`src/rtl/pc_ras.sv`:
```
// pc_ras: fetch-stage program counter with a circular return-address stack.
// Handles sequential fetch, absolute/relative branch, call/ret and stall,
// with sticky overflow/underflow flags that only a reset clears.
module pc_ras #(
    parameter int AW         = 8,
    parameter int DEPTH      = 4,
    parameter int RESET_ADDR = 0
) (
    input  logic                       clk,
    input  logic                       reset,
    input  logic                       stall,
    input  logic                       branch,
    input  logic                       call,
    input  logic                       ret,
    input  logic                       rel,
    input  logic [AW-1:0]              target,
    output logic [AW-1:0]              pc,
    output logic [$clog2(DEPTH+1)-1:0] depth,
    output logic                       full,
    output logic                       empty,
    output logic                       ovf_err,
    output logic                       unf_err
);

    localparam int DW = $clog2(DEPTH + 1);
    localparam int PW = (DEPTH > 1) ? $clog2(DEPTH) : 1;
    localparam logic [AW-1:0] RST_PC   = AW'(RESET_ADDR);
    localparam logic [DW-1:0] DEPTH_DW = DW'(DEPTH);
    localparam logic [PW-1:0] LAST_IDX = PW'(DEPTH - 1);

    logic [AW-1:0] stack [DEPTH];
    logic [PW-1:0] wptr;
    logic [PW-1:0] wptr_inc;
    logic [PW-1:0] wptr_dec;
    logic [AW-1:0] pc_inc;
    logic [AW-1:0] eff_target;
    logic [AW-1:0] top_entry;
    logic          push_en;

    // Next-address arithmetic and circular stack pointer neighbours; the write
    // pointer always names the slot the next push lands in, which is also the
    // oldest entry once the stack is full, so overflow overwrites it for free.
    always_comb begin
        pc_inc     = pc + AW'(1);
        eff_target = rel ? (pc + target) : target;
        wptr_inc   = (wptr == LAST_IDX) ? '0 : (wptr + PW'(1));
        wptr_dec   = (wptr == '0) ? LAST_IDX : (wptr - PW'(1));
        top_entry  = stack[wptr_dec];
        push_en    = reset && !stall && !ret && call;
    end

    // Stack storage: written only on an accepted call, contents need no reset.
    always_ff @(posedge clk) begin
        if (push_en) begin
            stack[wptr] <= pc_inc;
        end
    end

    // PC, occupancy, pointer and sticky error flags with ret > call > branch priority.
    always_ff @(posedge clk) begin
        if (!reset) begin
            pc      <= RST_PC;
            depth   <= '0;
            wptr    <= '0;
            ovf_err <= 1'b0;
            unf_err <= 1'b0;
        end else if (!stall) begin
            if (ret) begin
                if (depth != '0) begin
                    pc    <= top_entry;
                    depth <= depth - DW'(1);
                    wptr  <= wptr_dec;
                end else begin
                    pc      <= pc_inc;
                    unf_err <= 1'b1;
                end
            end else if (call) begin
                pc   <= eff_target;
                wptr <= wptr_inc;
                if (depth == DEPTH_DW) begin
                    ovf_err <= 1'b1;
                end else begin
                    depth <= depth + DW'(1);
                end
            end else if (branch) begin
                pc <= eff_target;
            end else begin
                pc <= pc_inc;
            end
        end
    end

    assign full  = (depth == DEPTH_DW);
    assign empty = (depth == '0);

endmodule
```
`config.mk`:
```
export PLATFORM = sky130hd
export DESIGN_NAME = pc_ras
export DESIGN_NICKNAME = d
export VERILOG_FILES = /design/src/rtl/pc_ras.sv
export SDC_FILE = /design/constraint.sdc
export NUM_CORES = 1
export LEC_CHECK = 0
export BUFFER_PORTS_ARGS = -buffer_cell sky130_fd_sc_hd__buf_2
export CORE_ASPECT_RATIO = 0.6
export CORE_MARGIN = 5
export CORE_UTILIZATION = 35
export CTS_CLUSTER_DIAMETER = 50
export CTS_CLUSTER_SIZE = 25
export DETAILED_ROUTE_END_ITERATION = 10
export PLACE_DENSITY = 0.59
export SLEW_MARGIN = 20
export SYNTH_ARGS = -nofsm -noshare
export SYNTH_HDL_FRONTEND = slang
export SYNTH_SLANG_ARGS = --single-unit
```
`constraint.sdc`:
```
create_clock -name clk -period 3.15 [get_ports clk]
set_input_delay 0.4725 -clock clk [delete_from_list [all_inputs] [get_ports clk]]
set_output_delay 0.4725 -clock clk [all_outputs]
set_load 0.03 [all_outputs]
```
* Word level (Yosys, flattened, before mapping)
Memories as Yosys holds them, arrays and structs flattened.
Cells that the tools add are included.
** Word-level totals
- Output and inout bits :: 15
- Memories kept :: 1
- Input bits :: 15
- RAM bits :: 32
- Logic and storage cells :: 48
- Bits in registers :: 15
** Memory list
- stack :: depth 4, width 8, rd ports 1, clocked after memory_dff 0, wr ports 1, RTL line 31 : logic [AW-1:0] stack [DEPTH];
** Operators by class
- Reductions and logical operators :: 13
- $add $sub $neg :: 6
- Bitwise logic cells :: 3
- Multiplexer cells :: 16
- Eq/ne operators :: 4
** Operators by type and width (count)
- 2-to-1 mux 8 bit :: 5
- 2-to-1 mux 3 bit :: 4
- 2-to-1 mux 2 bit :: 5
- adder 8 x 1 -> 8 bit, second input constant :: 1
- adder 8 bit :: 1
- AND reduction 4 bit :: 2
- AND reduction 3 bit :: 2
- adder 3 x 1 -> 3 bit, second input constant :: 1
- equality test 3 bit, second input constant :: 1
- logical AND 1 bit :: 3
- zero test 3 bit :: 1
- NOT 1 bit :: 3
- nonzero test 3 bit :: 1
- subtractor 3 x 1 -> 3 bit, second input constant :: 1
- adder 2 x 1 -> 2 bit, second input constant :: 1
- equality test 2 bit, second input constant :: 1
- zero test 1 bit :: 2
- zero test 2 bit :: 1
- 2-to-1 mux 1 bit :: 2
- != test 2 x 1 -> 1 bit, second input constant :: 1
- != test 2 bit, second input constant :: 1
- nonzero test 2 bit :: 1
- subtractor 2 x 1 -> 2 bit, second input constant :: 1

* Longest topological paths before layout
- Depth after elaboration :: 6
- Mapped depth :: 9
- Gate-level depth less buffers :: 9

* Least setup slack after synthesis
OpenSTA, ideal clock, no wires.
- Path type :: register to register
- Start point :: register pc[0]
- End point :: register pc[6]
- Period minus slack after synthesis :: 2.278 ns
- Library setup time :: 0.078 ns
- Data required time :: 3.072 ns
- Data arrival time :: 2.200 ns
- Setup slack :: 0.872 ns
- Path buffers :: 0
- Cell stages (with the launch flop) :: 10
- Cells stage by stage :: dfxtp_1 ha_1 inv_1 fa_1 nor2b_1 o31a_1 nor2_1 o311ai_0 o22ai_1 nor3_1
** Between the ends
- Cells in the longest elaborated chain, start to end :: 5
- Elaborated cells between the ends (all ways) :: 7
- Classes of those cells :: 2 x add/sub; 5 x mux
** Ends and longest elaborated chain
- start: declaration :: RTL line 17 : output logic [AW-1:0] pc,
- start signal: assignment :: RTL line 70 : pc <= top_entry;
- start signal: assignment :: RTL line 74 : pc <= pc_inc;
- start signal: assignment :: RTL line 78 : pc <= eff_target;
- adder 8 bit :: RTL line 45 : eff_target = rel ? (pc + target) : target;
- 2-to-1 mux 8 bit :: RTL line 45
- 2-to-1 mux 8 bit :: RTL line 85 : end else if (branch) begin
- 2-to-1 mux 8 bit :: RTL line 77 : end else if (call) begin
- 2-to-1 mux 8 bit (*) :: RTL line 68 : if (ret) begin
Mark *: on every way between the ends. The rest lies on a longest branch, timed or not.
A chain may end at the register's enable or synchronous reset.

* Final worst setup path
Ends and elaborated chain as after synthesis.

==> results_dict.tcl <==
set metrics [dict create \
    status "completed" \
    drt_wl_total_um 6370 \
    fillers 717 \
    r2r_start "pc[0]" \
    grt_max_degree 21 \
    critPathLaunchType "flip-flop" \
    skew_ps 5.09 \
    drt-pass1-iter-count 5 \
    numPortBuffers 29 \
    place.gp.congestion 0.880 \
    die-area_mm2 0.00952 \
    hpwl_um 4870 \
    rr_endpoint "pc[6]" \
    cts_tree "done" \
    drv_cap 0 \
    nNetsFinal 294 \
    start_util_pct 36.4 \
    synth.yosys.seq_area_share_pct 47.3 \
    r2r_slack_ps 750 \
    fmax_ghz 0.417 \
    ant_nets 0 \
    clk_root_buffer_cell "clkbuf_16" \
    routedWlPerCell_um 17.2 \
    finalSetupViolations 0 \
    yosysWarnings 0 \
    antenna_found_initial 0 \
    holdCritPathClass "reg2reg" \
    syn_area_per_cell_um2 11.3 \
    seq_area_mm2 0.00126 \
    yosysTopAreaCellShare_pct 36.0 \
    antenna_cells 0 \
    synth_cell_types 53 \
    hold_viol 0 \
    leakage_uw 0.00118 \
    slew_headroom_pct 63.1 \
    num_io_pins 30 \
    worstPathRequired_ps 3360 \
    synth_ff_type "edfxtp_1" \
    netlist_area_mm2 0.00267 \
    ys_async_sr_fraction_pct 0 \
    synth_cells 236 \
    grt_pass1_wl_um 10400 \
    min_to "ovf_err" \
    final_cell_mix "edfxtp_1 (32), buf_2 (29), nand2_1 (22)" \
    hold_buffers 0 \
    clockBufferDepth 2 \
    powerDensity_mw_per_mm2 588 \
    finalMaxSlewViolations 0 \
    cp.arrival_ps 2610 \
    critPathMaxFanout 9 \
    hold_path_startpoint "ovf_err" \
    p_total_uw 1810 \
    grt_usage_pct 14.3 \
    die_x_um 123 \
    holdPathStages 1 \
    area_delta_synth_final_pct 15.3 \
    ys_top_cells_by_area "edfxtp_1 (36%), dfxtp_1 (11%), mux4_1 (6.9%)" \
    end_kind "flip-flop" \
    drive_gt1_share_pct 17.3 \
    cts_setup_buffers 0 \
    fp-row-count 24 \
    multi_input_comb_area_mm2 0.00129 \
    synth_seq_cells 47 \
    first_iter_violations 184 \
    synth_area_leader_cell "edfxtp_1" \
    critPathKind "reg2reg" \
    drc 0 \
    peakVddDrop_mv 0.279 \
    final_common_cell "edfxtp_1" \
    rsz0062_at_grt "false" \
    final.period_utilization_pct 76.2 \
    worst_hold_slack_ps 505 \
    cts_sinks 47 \
    cts_buffers 5 \
    syn-num-nets 265 \
    post-route-min-period_ps 2400 \
    vias 1946 \
    grt-ovfl-total 0 \
    die_h_um 77.6 \
    setup_tns_ps 0 \
    grt_pass1_vias 1831 \
    tightest_slew_ps 550 \
    synth_edf_count 32 \
    htree_levels 2 \
    clk_pin_slew_ps 60 \
    cts_resized 0 \
    clock_latency_ps 280 \
    fin_util_pct 42.0 \
    core_area_mm2 0.00733 \
    reg2reg_depth 9 \
    via_per_inst 5.26 \
]
final cells by class:
cell class / count / share of cell area [%]
multi-input combinational: 167 / 41.9
sequential: 47 / 41.0
timing repair buffer: 30 / 4.97
tap: 104 / 4.23
clock buffer: 6 / 4.19
clock inverter: 2 / 1.95
inverter: 14 / 1.71
sequential cells by signal (all words and copies together), names as in the netlist:
signal,cells
ovf_err,1
unf_err,1
stack,32
depth,3
wptr,2
pc,8
report_power, final:
part	leakage (uW)	internal, uW	switching [uW]	total (uW)
registers	0.000416	694	38.3	732
logic	0.000674	155	248	402
clock network	0.0000911	455	219	674
total	0.00118	1300	505	1810
worst max-delay path by stage:
stage               start  endpoint  slack (ps)  depth (start not counted)
finish              pc[0]     pc[6]         750                          9
CTS                 pc[0]     pc[6]         770                          9
global route        pc[0]     pc[6]         510                          9
floorplan           pc[0]     pc[6]         870                          9
detailed placement  pc[0]     pc[6]         770                          9
global placement    pc[0]     pc[6]         830                          9
worst max-delay path, stage by stage (launching register included):
cell and delay (ps):
dfxtp_1 560, ha_1 280, inv_1 60, fa_1 390
nor2b_1 210, o31a_1 190, nor2_1 50, o311ai_0 300
o22ai_1 140, nor3_1 160
routing by layer:
layer	vias to the layer above	wire (um)	part of all wire, %	global-route usage (%)
li1	952	-	-	-
met1	923	3450	54	24.1
met2	65	2390	37	17.5
met3	6	489	7.7	3.71
met4	0	47	0.74	2.91
met5	-	0	0	0
cell usage after synthesis (4+ instances only):
library cell / n
edfxtp_1: 32
nand2_1: 22
nor2_1: 16
dfxtp_1: 15
a21oi_1: 12
ha_1: 12
inv_1: 11
nand3_1: 9
o21ai_0: 9
nor3_1: 8
xnor2_1: 8
mux4_1: 7
a211oi_1: 5
and2_1: 5
xor2_1: 4
per-stage QoR:
stage          cell area [um2]  cells  setup WS [ps]
5_1_grt                   3070    370            507
6_report                  3070    370            750
4_1_cts                   3070    370            771
3_5_place_dp              2890    362            771
3_3_place_gp              2890    362            826
2_1_floorplan             2670    236            872
logic make-up after synthesis:
group | synth area share (%)
compound gates | 12.1
xor+xnor | 3.94
fa+ha+maj | 7.13
buf+inv | 4.36
flops | 47.3
mux | 9.29
simple gates | 15.9
(Power assumes the default switching activity.)
